$ cat config.mk
export PLATFORM = sky130hd
export DESIGN_NAME = fp_add_sequencer
export DESIGN_NICKNAME = d
export VERILOG_FILES = /design/src/rtl/fp_add_sequencer.sv
export SDC_FILE = /design/constraint.sdc
export NUM_CORES = 1
export LEC_CHECK = 0
export ABC_CLOCK_PERIOD_IN_PS = 8250
export CAP_MARGIN = 30
export CORE_ASPECT_RATIO = 1.1
export CORE_MARGIN = 2
export CORE_UTILIZATION = 50
export CTS_BUF_LIST = sky130_fd_sc_hd__clkbuf_16
export DETAILED_ROUTE_END_ITERATION = 12
export DONT_BUFFER_PORTS = 1
export GPL_ROUTABILITY_DRIVEN = 0
export PLACE_DENSITY_LB_ADDON = 0.3
export SLEW_MARGIN = 10
export SYNTH_ARGS = -nofsm -noshare
export SYNTH_HDL_FRONTEND = slang
export SYNTH_SLANG_ARGS = --single-unit
$ cat constraint.sdc
create_clock -name clk -period 8.25 [get_ports clk]
set_input_delay 1.2375 -clock clk [delete_from_list [all_inputs] [get_ports clk]]
set_output_delay 1.2375 -clock clk [all_outputs]
set_load 0.01 [all_outputs]
$ cat src/rtl/fp_add_sequencer.sv
// Sequential floating-point adder. One operand pair at a time passes through
// ALIGN, ADD, NORM and ROUND (one cycle each) and is held in DONE until accepted.
module fp_add_sequencer #(
  parameter int unsigned EXPBITS  = 8,
  parameter int unsigned FRACBITS = 23
) (
  input  logic                      clk,
  input  logic                      reset,
  input  logic                      in_valid,
  output logic                      in_ready,
  input  logic [EXPBITS+FRACBITS:0] a,
  input  logic [EXPBITS+FRACBITS:0] b,
  output logic                      out_valid,
  input  logic                      out_ready,
  output logic [EXPBITS+FRACBITS:0] sum,
  output logic [3:0]                flags
);

  localparam int unsigned Width = 1 + EXPBITS + FRACBITS;
  localparam int unsigned SigW  = FRACBITS + 1;  // significand with hidden bit
  localparam int unsigned ExtW  = SigW + 3;      // plus guard, round, sticky
  localparam int unsigned SumW  = ExtW + 1;      // plus carry-out
  localparam int unsigned ExpW  = EXPBITS + 2;   // two's-complement working exponent
  localparam int unsigned LzcW  = $clog2(SumW) + 1;

  localparam logic [Width-1:0] QuietNan =
      {1'b0, {EXPBITS{1'b1}}, 1'b1, {(FRACBITS - 1){1'b0}}};
  localparam logic [ExpW-1:0] ExpAllOnes = {2'b00, {EXPBITS{1'b1}}};

  typedef enum logic [2:0] {
    StIdle, StAlign, StAdd, StNorm, StRound, StDone
  } state_e;

  state_e state_q, state_d;

  logic [Width-1:0] a_q, b_q;
  logic             sign_q, sub_q, special_q, zero_q;
  logic [Width-1:0] spec_q;
  logic [3:0]       spec_flags_q;
  logic [ExpW-1:0]  exp_q;
  logic [ExtW-1:0]  big_q, small_q, norm_q;
  logic [SumW-1:0]  add_q;
  logic [Width-1:0] sum_q;
  logic [3:0]       flags_q;

  // ---------------------------------------------------------------- FSM
  always_ff @(posedge clk or posedge reset) begin
    if (reset) state_q <= StIdle;
    else       state_q <= state_d;
  end

  always_comb begin
    state_d = state_q;
    unique case (state_q)
      StIdle:  if (in_valid) state_d = StAlign;
      StAlign: state_d = StAdd;
      StAdd:   state_d = StNorm;
      StNorm:  state_d = StRound;
      StRound: state_d = StDone;
      StDone:  if (out_ready) state_d = StIdle;
      default: state_d = StIdle;
    endcase
  end

  always_comb begin
    in_ready  = (state_q == StIdle);
    out_valid = (state_q == StDone);
  end

  assign sum   = sum_q;
  assign flags = flags_q;

  // ---------------------------------------------------------------- ALIGN
  logic                sa, sb, nan_a, nan_b, inf_a, inf_b, zero_a, zero_b, a_big;
  logic [EXPBITS-1:0]  ea, eb, big_exp, small_exp, shamt;
  logic [FRACBITS-1:0] fa, fb;
  logic [Width-2:0]    mag_a, mag_b, big_mag, small_mag;
  logic [SigW-1:0]     big_sig, small_sig;
  logic [ExtW-1:0]     small_ext, small_shift;
  logic                small_sticky, al_special, al_sign;
  logic [Width-1:0]    al_spec;
  logic [3:0]          al_spec_flags;

  always_comb begin
    sa = a_q[Width-1];
    sb = b_q[Width-1];
    ea = a_q[Width-2:FRACBITS];
    eb = b_q[Width-2:FRACBITS];
    fa = a_q[FRACBITS-1:0];
    fb = b_q[FRACBITS-1:0];
    nan_a  = (&ea) && (|fa);
    nan_b  = (&eb) && (|fb);
    inf_a  = (&ea) && !(|fa);
    inf_b  = (&eb) && !(|fb);
    // Denormals flush to zero: a zero exponent means zero magnitude.
    zero_a = (ea == '0);
    zero_b = (eb == '0);
    mag_a  = zero_a ? '0 : a_q[Width-2:0];
    mag_b  = zero_b ? '0 : b_q[Width-2:0];

    a_big     = (mag_a >= mag_b);
    big_mag   = a_big ? mag_a : mag_b;
    small_mag = a_big ? mag_b : mag_a;
    al_sign   = a_big ? sa : sb;
    big_exp   = big_mag[Width-2:FRACBITS];
    small_exp = small_mag[Width-2:FRACBITS];
    big_sig   = {|big_exp, big_mag[FRACBITS-1:0]};
    small_sig = {|small_exp, small_mag[FRACBITS-1:0]};
    shamt     = big_exp - small_exp;

    // Everything shifted past the extension collapses into the sticky bit.
    small_ext    = {small_sig, 3'b000};
    small_sticky = |(small_ext & ~({ExtW{1'b1}} << shamt));
    small_shift  = (small_ext >> shamt) | ExtW'(small_sticky);

    al_special    = 1'b1;
    al_spec       = '0;
    al_spec_flags = 4'b0000;
    if (nan_a || nan_b) begin
      al_spec = QuietNan;
    end else if (inf_a && inf_b && (sa != sb)) begin
      al_spec       = QuietNan;
      al_spec_flags = 4'b1000;
    end else if (inf_a) begin
      al_spec = a_q;
    end else if (inf_b) begin
      al_spec = b_q;
    end else if (zero_a && zero_b) begin
      al_spec = {sa & sb, {(Width - 1){1'b0}}};
    end else begin
      al_special = 1'b0;
    end
  end

  // ---------------------------------------------------------------- NORM
  logic [LzcW-1:0] lzc;
  logic            lz_found;
  logic [ExtW-1:0] nm_norm;
  logic [ExpW-1:0] nm_exp;

  always_comb begin
    lzc      = LzcW'(ExtW);
    lz_found = 1'b0;
    for (int i = int'(ExtW) - 1; i >= 0; i--) begin
      if (!lz_found && add_q[i]) begin
        lz_found = 1'b1;
        lzc      = LzcW'(int'(ExtW) - 1 - i);
      end
    end
    if (add_q[SumW-1]) begin
      nm_norm = {add_q[SumW-1:2], add_q[1] | add_q[0]};
      nm_exp  = exp_q + 1'b1;
    end else begin
      nm_norm = add_q[ExtW-1:0] << lzc;
      nm_exp  = exp_q - ExpW'(lzc);
    end
  end

  // ---------------------------------------------------------------- ROUND
  logic [SigW-1:0]  rd_mant;
  logic [SigW:0]    rd_rnd;
  logic             rd_g, rd_r, rd_s, rd_up, rd_inexact, rd_ovf, rd_unf;
  logic [ExpW-1:0]  rd_exp;
  logic [Width-1:0] rd_sum;
  logic [3:0]       rd_flags;

  always_comb begin
    rd_mant    = norm_q[ExtW-1:3];
    rd_g       = norm_q[2];
    rd_r       = norm_q[1];
    rd_s       = norm_q[0];
    rd_up      = rd_g & (rd_r | rd_s | rd_mant[0]);
    rd_rnd     = {1'b0, rd_mant} + {{SigW{1'b0}}, rd_up};
    rd_exp     = rd_rnd[SigW] ? exp_q + 1'b1 : exp_q;
    rd_inexact = rd_g | rd_r | rd_s;
    rd_ovf     = !rd_exp[ExpW-1] && (rd_exp >= ExpAllOnes);
    rd_unf     = rd_exp[ExpW-1] || (rd_exp == '0);

    if (special_q) begin
      rd_sum   = spec_q;
      rd_flags = spec_flags_q;
    end else if (zero_q) begin
      rd_sum   = '0;
      rd_flags = 4'b0000;
    end else if (rd_ovf) begin
      rd_sum   = {sign_q, {EXPBITS{1'b1}}, {FRACBITS{1'b0}}};
      rd_flags = 4'b0101;
    end else if (rd_unf) begin
      rd_sum   = {sign_q, {(Width - 1){1'b0}}};
      rd_flags = 4'b0011;
    end else begin
      // A rounding carry leaves the fraction bits zero, so no extra shift is needed.
      rd_sum   = {sign_q, rd_exp[EXPBITS-1:0], rd_rnd[FRACBITS-1:0]};
      rd_flags = {3'b000, rd_inexact};
    end
  end

  // ---------------------------------------------------------------- datapath
  always_ff @(posedge clk or posedge reset) begin
    if (reset) begin
      a_q          <= '0;
      b_q          <= '0;
      sign_q       <= 1'b0;
      sub_q        <= 1'b0;
      special_q    <= 1'b0;
      zero_q       <= 1'b0;
      spec_q       <= '0;
      spec_flags_q <= '0;
      exp_q        <= '0;
      big_q        <= '0;
      small_q      <= '0;
      add_q        <= '0;
      norm_q       <= '0;
      sum_q        <= '0;
      flags_q      <= '0;
    end else begin
      case (state_q)
        StIdle: begin
          if (in_valid) begin
            a_q <= a;
            b_q <= b;
          end
        end
        StAlign: begin
          sign_q       <= al_sign;
          sub_q        <= sa ^ sb;
          exp_q        <= {2'b00, big_exp};
          big_q        <= {big_sig, 3'b000};
          small_q      <= small_shift;
          special_q    <= al_special;
          spec_q       <= al_spec;
          spec_flags_q <= al_spec_flags;
        end
        StAdd: begin
          add_q <= sub_q ? ({1'b0, big_q} - {1'b0, small_q})
                         : ({1'b0, big_q} + {1'b0, small_q});
        end
        StNorm: begin
          norm_q <= nm_norm;
          exp_q  <= nm_exp;
          zero_q <= (add_q == '0);
        end
        StRound: begin
          sum_q   <= rd_sum;
          flags_q <= rd_flags;
        end
        default: ;
      endcase
    end
  end

endmodule

==> metrics.cfg, run 1 <==
[grt]
grt_pass1_wl_mm = 86.82
grt_pass1_vias = 16180
grt-ovfl-total = 0
antenna_found_initial = 1
grt_max_degree = 159
grt_util_all_layers_pct = 27.74

[worst_setup_path]
endpoint_kind = flip-flop
critPathMostFrequentCell = ha_1
max_stage_delay_ns = 0.68
critPathMaxFanout = 28
arrival_ns = 7.37
worstSetupPathType = reg -> reg
worstPathRequired_ns = 8.75
crit_chain = or4_4 -> or2_2 -> and2_1 -> ha_1 -> a211oi_1 -> nand2_1 -> a2111oi_0 -> o211ai_1 -> a41oi_4 -> nand4_1 -> o21a_1 -> ha_1 -> a211oi_4 -> nand3_2 -> a2111o_1 -> and3b_1 -> nor2_1 -> a31o_2 -> o221a_2
cp-start-kind = flip-flop
critPathSlowestCell = a41oi_4

[logic_synthesis]
syn_nets = 2363
ys_types = 90
synthXorXnorAreaFrac_pct = 3.115
ys_ff_latch = 256
synthSimpleGateAreaFrac_pct = 19.01
synthArstFlopShare_pct = 100.0
synth_fa_ha_area_share_pct = 6.217
synth_edf_count = 0
synth_compound_area_share_pct = 21.76
synthCells = 2205
synth_top_family_by_area = compound AO/OA/AOI/OAI gates
ys.flop_type = dfrtp_1
synth_area_mm2 = 0.01852
yosysSeqAreaShare_pct = 34.60
syn_avg_cell_area_um2 = 8.398
synthMuxAreaShare_pct = 10.28
yosysWarnings = 0

[sta]
rsz0062_at_grt = false
tns_ns = 0
hold_viol = 0
skew_ns = 0.01207
setup_viol = 0
layout_min_cycle_time_ns = 6.871
timing.final.crit_share_pct = 83.28
fmax_ghz = 0.1455
slew_headroom_pct = 35.51
slew_violations = 0
worst_pin_slew_ns = 0.9673

[cells_and_area]
fillers = 3410
postLayoutCoreUtil_pct = 54.29
area_delta_synth_final_pct = 6.582
nets = 2272
drive_gt1_share_pct = 9.053

[detailed_routing]
vias_per_cell = 6.349
drc = 0
via_count = 16640
drt-initial-drc-count = 1520
antenna_left = 0
wire_per_inst_um = 20.53
routed_wl_mm = 53.79
dr.pass1.iters = 6

[run]
max-cap-violations = 0

[clock_network]
clk_pin_slew_ns = 0.06
postCtsHoldBufs = 0
post_cts_buffers = 0
cts_htree_levels = 1
numCtsBuffers = 28
cts_tree = done
cts_root_buf = clkbuf_16
cts_buffer_depth = 3
ctsResizeCount = 0
clock_latency_ns = 0.56
numClockSinks = 256

[floorplanning]
fp-row-count = 73
dieArea_mm2 = 0.03859
core_mm2 = 0.03635
die_y_um = 205.8
ios = 106
initial_core_util_pct = 50.94
die_width_um = 187.5

[placement]
io_buffers = 0
place_hpwl_mm = 40.33

[worst_hold_path]
hold_path.class = in -> async

[run_status]
status = completed

[layout make-up]
cell class                 count  area, um2  share of cell area [%]
multi-input combinational   1705      11200                   56.77
sequential                   256       6407                   32.47
clock buffer                  28      700.7                   3.550
tap                          487      609.3                   3.088
inverter                      91      345.3                   1.750
timing repair buffer          32      279.0                   1.414
clock inverter                20      187.7                  0.9510
antenna                        1      2.502                 0.01268
[cell usage in the layout, fill, tap and decap left out, types with 7 or more instances in the layout]
cell / instances
nand2b_1: 17
ha_1: 88
o31ai_1: 16
nor3_1: 46
o21a_1: 14
and3_1: 25
and2_1: 51
nand2_1: 230
nor4_1: 30
dfrtp_1: 255
a221oi_1: 10
nand4_1: 32
mux2_2: 71
nor2_1: 196
o211ai_1: 13
a211o_1: 9
mux2i_1: 91
o22ai_1: 27
a21o_1: 19
a31oi_1: 23
inv_1: 91
o21ai_0: 181
and4_1: 7
clkbuf_16: 28
clkinv_1: 7
nand3_1: 51
a21oi_1: 181
or3_1: 7
a211oi_1: 22
xor2_1: 29
mux4_2: 8
xnor2_1: 34
a22o_1: 9
a22oi_1: 13
o21bai_1: 11
nor2b_1: 12
or2_2: 9
o2111ai_1: 7
buf_4: 27
[cells in the mapped netlist, drive strengths merged (8+ instances only)]
master / n / share of area, %
xor2: 30 / 1.5
a211o: 9 / 0.43
a22oi: 13 / 0.53
nor2b: 13 / 0.44
and2: 52 / 1.8
o211ai: 13 / 0.53
or2: 10 / 0.34
a211oi: 25 / 1.1
xnor2: 35 / 1.7
clkbuf: 123 / 2.5
mux2: 71 / 4.3
ha: 88 / 5.9
buf: 30 / 0.68
nand4: 32 / 1.1
o31ai: 16 / 0.65
and3: 25 / 0.84
o21a: 14 / 0.57
mux2i: 92 / 5.0
nor3: 46 / 1.2
mux4: 8 / 0.97
nand2b: 18 / 0.61
a21o: 19 / 0.77
o22ai: 27 / 0.91
nand2: 231 / 4.7
a31oi: 23 / 0.78
nand3: 52 / 1.4
a22o: 9 / 0.43
o21ai: 184 / 5.0
a21oi: 181 / 4.9
nor2: 200 / 4.1
dfrtp: 256 / 35
nor4: 33 / 1.2
a221oi: 10 / 0.47
o21bai: 11 / 0.45
inv: 90 / 1.8
[sequential cells by signal (all words and copies together) (netlist names), 3 cells and up]
name     cells
b_q         32
small_q     27
sum         32
spec_q      32
norm_q      27
exp_q       10
a_q         32
flags        4
state_q      3
big_q       24
add_q       28
[routing by layer]
metal,vias up,global-route usage [%],wire (um)
met3,198,3.377,3235
met5,-,0,0
met4,0,14.65,3257
li1,7783,-,-
met2,771,48.17,26010
met1,7883,33.98,21290
[final timing paths]
kind                                        from                     end  slack [ns]  depth (start not counted)
max                          a_q[23]$_DFFE_PP0P_  small_q[4]$_DFFE_PP0P_        1.38                         19
max reg2reg                  a_q[23]$_DFFE_PP0P_  small_q[4]$_DFFE_PP0P_        1.38                         19
max in group asynchronous                  reset  norm_q[18]$_DFFE_PP0P_        6.59                          3
min in group clk           spec_q[8]$_DFFE_PP0P_   spec_q[8]$_DFFE_PP0P_        0.48                          1
min                                        reset     a_q[31]$_DFFE_PP0P_        0.44                          1
min reg2reg                spec_q[8]$_DFFE_PP0P_   spec_q[8]$_DFFE_PP0P_        0.48                          1
[critical path: cells and delay by family, from the launching register on]
kind,cells,cell delay [ns]
AND/OR/NAND/NOR,8,2.77
adder cells (fa/ha/maj),2,0.56
flip-flops,1,0.46
AO/OA/AOI/OAI,9,2.98
[logic make-up (layout without fill, tap and decap cells)]
family          count (synthesis)  after routing
simple gates                  741            741
compound gates                637            637
flops                         256            256
buf+inv                       244            171
mux                           171            171
fa+ha+maj                      91             91
xor+xnor                       65             65
other cells                     0              1
[stage by stage]
| step | worst slack, ns | instances | cell area (um2) | hold slack [ns] |
|---|---|---|---|---|
| global placement | 1.577 | 2567 | 18790 | 0.4599 |
| finish | 1.379 | 2620 | 19740 | 0.4380 |
| CTS | 1.489 | 2616 | 19680 | 0.4804 |
| detailed placement | 1.526 | 2568 | 18790 | 0.4648 |
| floorplan | 1.513 | 2205 | 18520 | 0.4443 |
| global route | 0.9457 | 2620 | 19740 | 0.4202 |
Power of run 1 is left out: the tool's default activity adds up to more than one toggle a clock period on the data nets, which glitch-free logic cannot reach.
==> inputs of run 2 (changes only) <==
- ABC_CLOCK_PERIOD_IN_PS: 8250 -> 6000
- clock period: 8.25 -> 6 ns (I/O delays scaled with it)
==> run 2 against run 1 <==
Compared with the run above: fmax increased by 19%; global-route usage increased by 0.45 points; clock-buffer cell count increased by 1; hold slack improved by 0.014 ns; sequential share of layout area decreased by 0.46 points.
==> metrics.cfg, run 2 (synthesized netlist as in run 1, its figures left out) <==
[cells_and_area]
multi_input_area_mm2 = 0.01122  ; +0.16%
area_delta_synth_final_pct = 8.115
mostFrequentLayoutCells = dfrtp_1 (255), nand2_1 (230), nor2_1 (196), a21oi_1 (181), o21ai_0 (181)
antenna_cells = 0  ; -1
stdcell_area_mm2 = 0.02002  ; +1.4%
nets = 2304  ; +1.4%
fillers = 3391  ; -0.56%
final_common_cell = dfrtp_1
ff_latch_area_mm2 = 0.006407  ; unchanged
drive_gt1_share_pct = 10.79  ; +1.7 points

[placement]
place_hpwl_mm = 40.68  ; +0.87%
dpl-instance-area_mm2 = 0.01902  ; +1.2%
io_buffers = 0  ; unchanged

[floorplanning]
fp-row-count = 73  ; unchanged
dieArea_mm2 = 0.03859  ; unchanged
core_mm2 = 0.03635  ; unchanged
die_y_um = 205.8  ; unchanged
initial_core_util_pct = 50.94  ; unchanged
die_width_um = 187.5  ; unchanged
ios = 106  ; unchanged

[worst_setup_path]
max_stage_delay_ns = 0.57  ; -0.11 ns
crit_buf_inv = 2  ; +2
critPathSlowestCell = or4_4
cpLargestDelayFamily = compound AO/OA/AOI/OAI gates
worstSetupPathType = reg -> reg
worstPathRequired_ns = 6.50  ; -2.25 ns
crit_chain = or4_4 -> or2_4 -> buf_4 -> and2_1 -> ha_1 -> nand4_1 -> a21oi_1 -> o21ai_0 -> o211ai_1 -> buf_4 -> a41o_1 -> nor2_2 -> o21a_1 -> ha_1 -> a211oi_4 -> nand3_2 -> a2111o_1 -> and3b_1 -> or4_4 -> o221ai_1 -> a22o_1
cp-start-kind = flip-flop
arrival_ns = 6.29  ; -1.08 ns
endpoint_kind = flip-flop
critPathMaxFanout = 16  ; -43%

[grt]
grt_pass1_vias = 16430  ; +1.6%
grt_max_degree = 193  ; +21%
antenna_found_initial = 0  ; -1
grt_pass1_wl_mm = 88.00  ; +1.4%
grt_util_all_layers_pct = 28.19  ; +0.45 points
grt-ovfl-total = 0  ; unchanged

[sta]
worst_pin_slew_ns = 1.024  ; +0.05644 ns
skew_ns = 0.01565  ; +0.003576 ns
layout_min_cycle_time_ns = 5.785  ; -1.086 ns
setup_viol = 0  ; unchanged
tns_ns = 0  ; unchanged
slew_headroom_pct = 31.75  ; -3.8 points
fmax_ghz = 0.1729  ; +19%
hold_viol = 0  ; unchanged
slew_violations = 0  ; unchanged
timing.final.crit_share_pct = 96.41  ; +13 points

[run_status]
status = completed

[clock_network]
postCtsHoldBufs = 0  ; unchanged
numCtsBuffers = 29  ; +3.6%
cts_root_buf = clkbuf_16
cts_tree = done
cts_buffer_depth = 3  ; unchanged
clock_latency_ns = 0.57  ; about the same
numClockSinks = 256  ; unchanged
cts_htree_levels = 1  ; unchanged
clk_pin_slew_ns = 0.06  ; about the same

[detailed_routing]
dr.pass1.iters = 6  ; unchanged
drc = 0  ; unchanged
vias_per_cell = 6.320  ; -0.46%
drt-initial-drc-count = 1550  ; +2.0%
antenna_left = 0  ; unchanged
via_count = 16780  ; +0.87%
wire_per_inst_um = 20.42  ; -0.52%
routed_wl_mm = 54.22  ; +0.80%

[run]
max-cap-violations = 0  ; unchanged

[worst_hold_path]
hold_path.class = in -> reg

## run 2: changes by cell type in the layout (fill, tap and decap cells not counted), moves of 2 or more
cell / previous run / this run
buf_4: 27 / 60
clkinv_1: 7 / 4
clkinv_2: 3 / 5
clkinvlp_4: 3 / 5
inv_6: 0 / 2
## run 2: what timing repair did
action,4_1_cts,5_1_grt
endpoints found under the setup margin,0,23
setup buffers,0,3
gates resized for setup,0,4
## run 2: final timing paths
| check | slack (ns) | depth (start not counted) | to | startpoint |
|---|---|---|---|---|
| worst max register to register | 0.22 | 21 | small_q[10]$_DFFE_PP0P_ | a_q[27]$_DFFE_PP0P_ |
| worst min-delay path | 0.45 | 2 | b_q[30]$_DFFE_PP0P_ | b[30] |
| max in group asynchronous | 4.69 | 2 | add_q[27]$_DFFE_PP0P_ | reset |
| worst max-delay path | 0.22 | 21 | small_q[10]$_DFFE_PP0P_ | a_q[27]$_DFFE_PP0P_ |
| min in group asynchronous | 0.50 | 2 | a_q[31]$_DFFE_PP0P_ | reset |
| worst min register to register | 0.48 | 1 | spec_q[11]$_DFFE_PP0P_ | spec_q[11]$_DFFE_PP0P_ |
## run 2: area by class of cell
type	count	share of cell area, %
multi-input combinational	1705	56.05
sequential	256	32.01
clock buffer	29	3.625
timing repair buffer	63	2.475
tap	487	3.044
clock inverter	24	1.075
inverter	91	1.725
## run 2: layer usage
layer	GRT usage, %	wire length, um	vias up
li1	-	-	7870
met1	34.67	21790	7972
met2	48.62	26070	732
met3	4.008	3341	206
met4	14.26	3017	0
met5	0	0	-
## run 2: metrics by stage
step | std cells | worst slack (ns) | hold slack, ns | utilization [%]
2_1_floorplan | 2205 | 0.0003597 | 0.4443 | -
3_3_place_gp | 2597 | 0.2344 | 0.4599 | 52.31
3_5_place_dp | 2598 | 0.1386 | 0.4624 | 52.33
4_1_cts | 2651 | 0.1003 | 0.4356 | 54.92
5_1_grt | 2655 | -0.05314 | 0.4570 | 55.07
6_report | 2655 | 0.2155 | 0.4522 | 55.07
Power of run 2 is left out for the same reason.
